**config.mk**
```make
export PLATFORM = sky130hd
export DESIGN_NAME = slot_alloc
export DESIGN_NICKNAME = d
export VERILOG_FILES = /design/src/rtl/slot_alloc.sv
export SDC_FILE = /design/constraint.sdc
export NUM_CORES = 1
export LEC_CHECK = 0
export ABC_CLOCK_PERIOD_IN_PS = 5650
export CORE_AREA = 2 2 72 109
export DETAILED_ROUTE_END_ITERATION = 7
export DIE_AREA = 0 0 74 111
export PLACE_DENSITY = 0.84
export SLEW_MARGIN = 10
export SYNTH_ARGS = -nofsm -noshare
export SYNTH_HDL_FRONTEND = slang
export SYNTH_SLANG_ARGS = --single-unit
```
**constraint.sdc**
```tcl
create_clock -name i_clk -period 5.65 [get_ports i_clk]
set_input_delay 0.565 -clock i_clk [delete_from_list [all_inputs] [get_ports i_clk]]
set_output_delay 0.565 -clock i_clk [all_outputs]
set_load 0.02 [all_outputs]
```
**src/rtl/slot_alloc.sv**
```systemverilog
// Round-robin slot allocator: owns a W-entry occupancy vector, offers the
// first free slot at or after a rotating pointer, and takes back released
// slots. The offer is a pure function of registered state.
module slot_alloc #(
  parameter int W = 16
) (
  input  logic                 i_clk,
  input  logic                 i_arst_n,
  input  logic                 i_alloc_req,
  output logic                 o_alloc_vld,
  output logic [$clog2(W)-1:0] o_alloc_idx,
  input  logic                 i_free_vld,
  input  logic [$clog2(W)-1:0] i_free_idx,
  output logic [W-1:0]         o_busy,
  output logic [$clog2(W):0]   o_cnt,
  output logic                 o_full,
  output logic                 o_empty,
  output logic                 o_err_dfree
);

  localparam int IW = $clog2(W);
  localparam int CW = IW + 1;

  // W expressed at counter width, so it also serves as the index range bound.
  localparam logic [CW-1:0] W_CNT  = CW'(W);
  localparam logic [IW-1:0] W_LAST = IW'(W - 1);

  logic [W-1:0]  busy_q, busy_d;
  logic [IW-1:0] ptr_q,  ptr_d;
  logic [CW-1:0] cnt_q,  cnt_d;
  logic          err_q,  err_d;

  logic [IW-1:0] offer_idx;
  logic          offer_found;
  logic [CW-1:0] cand;
  logic          full;
  logic          fire;
  logic          free_in_range;
  logic          free_ok;

  assign full = (cnt_q == W_CNT);

  // Circular first-free search starting at ptr_q.
  always_comb begin
    // NOTE: every variable written here gets a default first, so no path
    // leaves it unassigned and no latch is inferred.
    offer_idx   = '0;
    offer_found = 1'b0;
    cand        = '0;
    for (int k = 0; k < W; k++) begin
      // ptr_q < W, so ptr_q + k < 2W and one conditional subtract wraps it.
      cand = {1'b0, ptr_q} + CW'(k);
      if (cand >= W_CNT) begin
        cand = cand - W_CNT;
      end
      if (!offer_found && !busy_q[cand[IW-1:0]]) begin
        offer_found = 1'b1;
        offer_idx   = cand[IW-1:0];
      end
    end
  end

  assign fire          = i_alloc_req & ~full;
  assign free_in_range = ({1'b0, i_free_idx} < W_CNT);
  assign free_ok       = i_free_vld & free_in_range & busy_q[i_free_idx];

  // Next-state: apply the allocation and the release independently; they
  // never touch the same slot because the offered slot is always free.
  always_comb begin
    busy_d = busy_q;
    ptr_d  = ptr_q;
    cnt_d  = cnt_q;
    err_d  = i_free_vld & ~free_ok;

    if (fire) begin
      busy_d[offer_idx] = 1'b1;
      // Explicit wrap so non-power-of-two W returns to slot 0.
      ptr_d = (offer_idx == W_LAST) ? '0 : offer_idx + IW'(1);
    end
    if (free_ok) begin
      busy_d[i_free_idx] = 1'b0;
    end

    unique case ({fire, free_ok})
      2'b10:   cnt_d = cnt_q + CW'(1);
      2'b01:   cnt_d = cnt_q - CW'(1);
      default: cnt_d = cnt_q;
    endcase
  end

  // State registers, cleared asynchronously.
  always_ff @(posedge i_clk or negedge i_arst_n) begin
    if (!i_arst_n) begin
      busy_q <= '0;
      ptr_q  <= '0;
      cnt_q  <= '0;
      err_q  <= 1'b0;
    end else begin
      // NOTE: non-blocking assignments so every register samples the
      // pre-edge values computed above, independent of statement order.
      busy_q <= busy_d;
      ptr_q  <= ptr_d;
      cnt_q  <= cnt_d;
      err_q  <= err_d;
    end
  end

  assign o_alloc_vld = ~full;
  assign o_alloc_idx = offer_idx;
  assign o_busy      = busy_q;
  assign o_cnt       = cnt_q;
  assign o_full      = full;
  assign o_empty     = (cnt_q == '0);
  assign o_err_dfree = err_q;

endmodule

```
Yosys cells after proc, flatten, opt, wreduce, memory -nomap -nowiden. Cells that the tools add are included.

Flip-flop bits (word level): 26. Latch bits: 0. RAM bits: 0. Bits in read-only memories: 0. Input bits: 8. Output and inout bits: 29. Memories kept: 0.

Add/sub/neg operators: 34. Multiply operators: 0. Div/mod/pow operators: 0. Magnitude comparators: 36. Equality and inequality tests: 4. Shift operators: 0. Multiplexer cells: 89. Bitwise operators: 8. Reduce and logical (&&, ||, !) cells: 48.

Operators by type and width (count): two-way mux 4 bit (33); less-than comparator 4 x 5 -> 1 bit, second input constant (18); greater-or-equal comparator 5 bit, second input constant (15); binary-select mux 1 bit (select 4 bit) (17); subtractor 4 x 1 -> 4 bit, second input constant (16); adder 4 x 4 -> 5 bit, second input constant (8); two-way mux 1 bit (34); two-way mux 16 bit (2); logical NOT 1 bit (29); adder 4 x 3 -> 5 bit, second input constant (4); logical AND 1 bit (17); AND 16 bit (1); inverter 16 bit (1); OR 16 bit (1); adder 4 x 2 -> 5 bit, second input constant (2); case mux 5 bit (2 select lines) (1); demux 1 bit (select 4 bit) (2); greater-or-equal comparator 4 x 1 -> 1 bit, second input constant (2); adder 4 x 1 -> 5 bit, second input constant (1); adder 5 x 1 -> 5 bit, second input constant (1); equality test 5 bit, second input constant (1); greater-or-equal comparator 4 x 5 -> 1 bit, second input constant (1); logical NOT 5 bit (1); subtractor 5 x 1 -> 5 bit, second input constant (1); 7 further kinds (10).

Depth between registers and ports, before layout.
Word-level depth: 58. Gate-level depth with buffers: 20. Depth with buffers taken out: 15.

Worst setup path after synthesis. No wires, ideal clock.

Kind: register to register. Start: register ptr_q[1]. End: register busy_q[3], in the netlist o_busy[3]. Setup time: 0.122 ns. Arrival: 4.887 ns. Required time: 5.528 ns. Slack: 0.641 ns. Cell stages (with the launch flop): 21. Buffers on the path: 5. Period minus slack after synthesis: 5.009 ns. Cell sequence: dfrtp_1 buf_2 buf_4 buf_1 inv_1 ha_1 buf_6 buf_12 mux2_4 mux4_2 mux2i_4 and4bb_2 a2111oi_0 nor3_1 o32ai_1 a22o_1 inv_1 ha_1 nand2_1 nor3_1 o22a_1.

Longest elaborated chain between the ends: 58. Elaborated cells between the ends (all ways): 179. Classes of those cells: add/sub: 31; order compare: 18; mux: 83; bitwise: 2; reduce/logical: 45.

RTL lines: from (decl) (RTL line 29) `logic [IW-1:0] ptr_q, ptr_d;`; from (signal assigned) (RTL line 102) `ptr_q <= ptr_d;`; adder 4 x 1 -> 5 bit (RTL line 52) `cand = {1'b0, ptr_q} + CW'(k);`; subtractor 4 x 1 -> 4 bit or greater-or-equal comparator 5 bit (tied branches) (RTL line 54, 53); two-way mux 4 bit (RTL line 53) `if (cand >= W_CNT) begin`; binary-select mux 1 bit (select 4 bit) (RTL line 56) `if (!offer_found && !busy_q[cand[IW-1:0]]) begin`; two-way mux 1 bit (implied by the code) (RTL line 56); logical NOT 1 bit (RTL line 56); logical AND 1 bit (RTL line 56); two-way mux 1 bit (RTL line 56); [... 42 more ...]; named net o_alloc_idx[1] (RTL line 11) `output logic [$clog2(W)-1:0] o_alloc_idx,`; [... 1 more ...]; logical AND 1 bit (implied by the code) (RTL line 76) `busy_d[offer_idx] = 1'b1;`; two-way mux 1 bit (implied by the code) (RTL line 76); demux 1 bit (select 4 bit) (*) (RTL line 76); OR 16 bit (no source line) (*); two-way mux 16 bit (*) (RTL line 75) `if (fire) begin`; AND 16 bit (no source line); two-way mux 16 bit (*) (RTL line 80) `if (free_ok) begin`; named net busy_d[3] (RTL line 28) `logic [W-1:0] busy_q, busy_d;`; to (signal assigned) (RTL line 101) `busy_q <= busy_d;`; to (decl) (RTL line 28).

Mark *: on every way through the listed nets, which the timed path passes. The rest lies on a longest branch. The select of a mux whose other input is x is not followed. A chain may end at the register's enable or synchronous reset.

Worst setup path after layout.
Start: register ptr_q[1]. End: output o_alloc_idx[1].

Longest elaborated chain between the ends: 50. Elaborated cells between the ends (all ways): 170. Classes of those cells: add/sub: 31; order compare: 16; mux: 79; reduce/logical: 44.

RTL lines (RTL line): adder 4 x 1 -> 5 bit (52); subtractor 4 x 1 -> 4 bit or greater-or-equal comparator 5 bit (tied branches) (54, 53); two-way mux 4 bit (53); binary-select mux 1 bit (select 4 bit) (56); two-way mux 1 bit (implied by the code) (56); logical NOT 1 bit (56); logical AND 1 bit (56); two-way mux 1 bit (56); [... 34 more ...]; logical AND 1 bit (56); two-way mux 1 bit (56); logical NOT 1 bit (56); logical AND 1 bit (56); two-way mux 1 bit (56); logical NOT 1 bit (56); logical AND 1 bit (56); two-way mux 4 bit (*) (56); to (decl) (11).

Mark *: on every way between the ends. The rest lies on a longest branch, timed or not. The select of a mux whose other input is x is not followed.

==> metrics.cfg <==
[global_routing]
grt_max_degree=30
grt_usage=0.364
grt_pass1_wl_um=22900
grt_pass1_vias=4299
antenna_found_initial=0
overflow=0

[floorplanning]
num_rows=39
die_h_um=111
die_w_um=74
core_area_um2=7370
dieArea_um2=8210
start_util=0.579
io_pins=37

[min_path]
hp-start=o_cnt[4]$_DFFE_PN0P_
worstHoldEndpoint=o_cnt[4]$_DFFE_PN0P_
holdPathStages=1
hold_class=reg2reg

[synth]
ys_seq_area_frac=0.152
yosysWarnings=0
synthMuxAreaShare=0.363
ys_ff_latch=26
synth-simple-area-share=0.150
synth_area_leaders=mux4_2 (18%), dfrtp_1 (15%), mux2i_1 (8.9%), mux2_2 (5.3%), ha_1 (4.4%)
synth_most_common_cell=mux2i_1
yosysTopAreaCell=mux4_2
synth_compound_area_frac=0.198
synth-edff-count=0
synth_xor_area_frac=0.0363
synth_fa_ha_area_frac=0.0487
avgSynthCellArea_um2=9.70
synth.distinct_cells=77
synth_top_area_share=0.185
netlist_area_um2=4270
synthArstFlopShare=1.00
synth_top_family_by_area=multiplexers
synthFlopType=dfrtp_1
syn_inst=440
synthTopCellsByCount=mux2i_1 (38), mux4_2 (35), nand2_1 (27)
syn-num-nets=464

[layout]
nets=492
syn2layout_area_growth_pct=12.8
num_antenna_cells=0
register_area_um2=651
drive_gt1_frac=0.197
multi_input_area_um2=3400
num-fill-cells=577

[setup_path]
r2r_start=ptr_q[1]$_DFFE_PN0P_
r2r_end=o_busy[4]$_DFF_PN0_
end_kind=output pin
slowest_stage=xnor2_1
crit_arrival_ps=4880
crit_family=multiplexers
max_stage_delay_ps=600
required_ps=5090
path_buf_inv=3
cp_max_fo=29
critical_path_class=reg2out
reg2reg_depth=14
cpMostUsedCell=o32ai_1
r2r_slack_ps=650
worstSetupStartpointType=register
crit_chain=buf_4, ha_1, xnor2_1, mux4_2, mux2i_1, mux2_2, o32ai_1, a31oi_1, o32ai_1, a22o_1, inv_1, clkdlybuf4s50_1

[drt]
drc=0
ant_nets=0
drt_wl_total_um=14600
viasPerCell=7.50
routedWlPerCell_um=25.6
dr.pass1.iters=7
dr_total_vias=4269
drt_iter0_markers=400

[clock_tree]
htreeDepth=1
cts.sinks=26
numCtsBuffers=3
postCtsSetupBuffers=0
ctsRootBufferMaster=clkbuf_16
clk_path_buf_depth=2
cts_tree=done
clock_latency_ps=260
clk_pin_slew_ps=60

[timing]
rsz0062_at_grt=false
period_share=0.964
setup_viol=0
worstMarginPinSlew_ps=954
max_slew_margin=0.360
fin_skew_ps=2.91
tns_ps=0
slew_violations=0
max_freq_ghz=0.184
layout_min_cycle_time_ps=5450
final-hold-violation-count=0

[place]
place.gp.congestion=0.983
portBuffers=36
dp_hpwl_um=10700

[run]
drv_cap=0

[outcome]
outcome=finished, final reports clean

[what timing repair did]
item                                    4_1_cts  5_1_grt
endpoints found under the setup margin        0        2
resized for setup                             0        1
hold buffers                                  0        0
[layout make-up]
cell class	instances	share of cell area
Tap cell	102	0.0265
Timing Repair Buffer	50	0.0967
Inverter	17	0.0133
Sequential cell	26	0.135
Clock buffer	3	0.0156
Multi-Input combinational cell	370	0.707
Clock inverter	1	0.00624
[registers in the layout, indices dropped and copies added, names as in the netlist]
name and cells:
o_busy 16, o_cnt 5, o_err_dfree 1, ptr_q 4
[cells in the final DEF (no fill, tap or decap), drive strengths merged, types with 9 or more instances in the layout]
master,instances
mux2i,39
xnor2,10
a41oi,9
mux2,27
inv,17
ha,15
mux4,37
nor3,19
nand3,10
dfrtp,26
nand2,27
o21ai,18
a21oi,22
clkdlybuf4s50,36
buf,14
nor2,22
[cell families (layout without fill, tap and decap cells)]
logic type      count (synthesis)  after routing
compound gates                117            117
simple gates                  118            118
flops                          26             26
buf+inv                        44             71
fa+ha+maj                      16             16
xor+xnor                       16             16
mux                           103            103
[metrics by stage]
stage          std cells  hold slack [ps]  setup slack (ps)  utilization  instance area [um2]
6_report             569              535               201        0.653                 4810
3_3_place_gp         565              506               579        0.639                 4710
2_1_floorplan        440              269               641            -                 4270
3_5_place_dp         565              530               482        0.639                 4710
5_1_grt              569              583              21.4        0.653                 4810
4_1_cts              569              539               171        0.653                 4810
[worst max path at each step]
stage / from / end / slack (ps) / cells after the start
final: ptr_q[1]$_DFFE_PN0P_ / o_alloc_idx[1] / 200 / 12
after global routing: ptr_q[1]$_DFFE_PN0P_ / o_alloc_idx[2] / 20 / 12
after CTS: ptr_q[0]$_DFFE_PN0P_ / o_alloc_idx[2] / 170 / 13
after detailed placement: ptr_q[0]$_DFFE_PN0P_ / o_alloc_idx[2] / 480 / 13
after global placement: ptr_q[1]$_DFFE_PN0P_ / o_alloc_idx[2] / 580 / 13
after floorplan: ptr_q[1]$_DFFE_PN0P_ / o_busy[3]$_DFF_PN0_ / 640 / 20
[metal layers]
metal,part of all wire,global-route usage,vias up,wire [um]
met1,0.33,0.427,2062,4770
met5,0,0,-,0
met4,0.058,0.190,0,847
met2,0.54,0.632,314,7870
li1,-,-,1815,-
met3,0.074,0.0364,78,1080
Power is left out: the tool's default activity adds up to more than one toggle a clock period on the data nets, which glitch-free logic cannot reach.
==> RTL edit, RTL diff (same settings) <==
Change the parameter `W` from 16 to 8.
--- a/src/rtl/slot_alloc.sv
+++ b/src/rtl/slot_alloc.sv
@@ -4,3 +4,3 @@
 module slot_alloc #(
-  parameter int W = 16
+  parameter int W = 8
 ) (
Interface: changed (resized i_free_idx, o_alloc_idx, o_busy and o_cnt); port bits go from 37 to 26. The function was not compared with the original's and may differ.
==> RTL edit against the unedited design <==
Worst setup slack gained 1.1 ns; sequential cell count decreased by 10; routed wire length decreased by 65%; first-iteration DRC count is 88% lower; synthesized area fell by 54%; cell area down 51%; worst hold slack better by 0.0093 ns; critical path type unchanged; largest cell class unchanged; highest routed layer unchanged.
Power is left out: the tool's default activity adds up to more than one toggle a clock period on the data nets, which glitch-free logic cannot reach.
==> RTL edit: results (changes against the unedited design) <==
Post-synthesis compound-gate area fraction - 25.1% (+5.3 points)
Mux contribution to synthesized area - 22.4% (-14 points)
First-pass GRT wire length - 8470 um (-63%)
Final hold slack - 0.544 ns (+0.00926 ns)
Signal buf overhead - 11.2% (+1.5 points)
Placed Cells - 315 (-44%)
DRT Pass-1 Iters - 4 (-3)
Post-layout instance area - 2370 um^2 (-51%)
Vias in the first global route - 1750 (-59%)
Multi-input gate area - 1430 um^2 (-58%)
Clock skew - 0.00366 ns (+0.000747 ns)
Syn nets - 211 (-55%)
RD Place Congestion - 0.935 (-4.8%)
WP data arrival - 3.83 ns (-1.05 ns)
Area fraction of the dominant cell type after synthesis - 20.5% (+2.0 points)
NumNets Final - 232 (-53%)
Pin count of the biggest net entering global routing - 21 (-30%)
Inverters, non-clock - 15 (-2)
Critical path peak fanout - 15 (-48%)
Seq area share - 16.9% (+3.4 points)
Distinct cells, synth - 67 (-13%)
Clock buf/inv share - 3.75% (+1.6 points)
Placed cell areas - 2280 um^2 (-52%)
Ratio of cells with drive above 1 in the final layout - 18.0% (-1.7 points)
Crit-path max cell delay - 0.68 ns (+0.08 ns)
Routed wire length - 5070 um (-65%)
Routed len/inst - 15.9 um (-38%)
Status - finished clean
Top achievable clock speed - 0.227 GHz (+24%)
Cell count after synthesis - 197 (-55%)
PortBufs - 25 (-31%)
CP max-delay cell - clkdlybuf4s50_1
Critical register-to-register path startpoint - ptr_q[0]$_DFFE_PN0P_
Multi-input gates - 155 (-58%)
Number of flip-flops in the largest register - 8 (-8)
Dpl hpwl - 3900 um (-63%)
Reg2reg setup slack - 1.95 ns (+1.30 ns)
Commonest cells in the synthesized netlist - dfrtp_1 (16), nand2_1 (16), inv_1 (15)
HP Start - o_cnt[3]$_DFFE_PN0P_
Initial antenna violation count - 0 (unchanged)
Register area share after synthesis - 20.5% (+5.2 points)
Syn-to-layout area delta - 21.0%
Fill count - 743 (+29%)
DR vias - 1729 (-59%)
Buffers excl. clock - 27 (-46%)
Post-synthesis adder-cell area fraction - 4.86% (-0.0058 points)
Detailed Route Iter0 Violations - 49 (-88%)
Sequential cell count - 16 (-38%)
## RTL edit: critical path, delay by kind of cell, from the launching register on
kind            cells  cell delay [ns]
mux                 1             0.63
fa+ha+maj           1             0.64
simple gates        1             0.30
flops               1             0.34
buf+inv             2             0.77
compound gates      4             0.89
## RTL edit: worst paths after layout
kind                                   endpoint  cells past startpoint
max                              o_alloc_idx[2]                      9
min                        o_cnt[3]$_DFFE_PN0P_                      1
max reg2reg                ptr_q[1]$_DFFE_PN0P_                     11
min reg2reg                o_cnt[3]$_DFFE_PN0P_                      1
max in group asynchronous   o_busy[0]$_DFF_PN0_                      1
min in group asynchronous  o_cnt[0]$_DFFE_PN0P_                      1
## RTL edit: routing by layer
metal	vias to the layer above	GRT usage, %	share of wire (%)
met1	845	13.9	37
met3	22	1.55	3.7
li1	798	-	-
met4	0	7.76	4.6
met2	64	23.2	55
met5	-	0	0
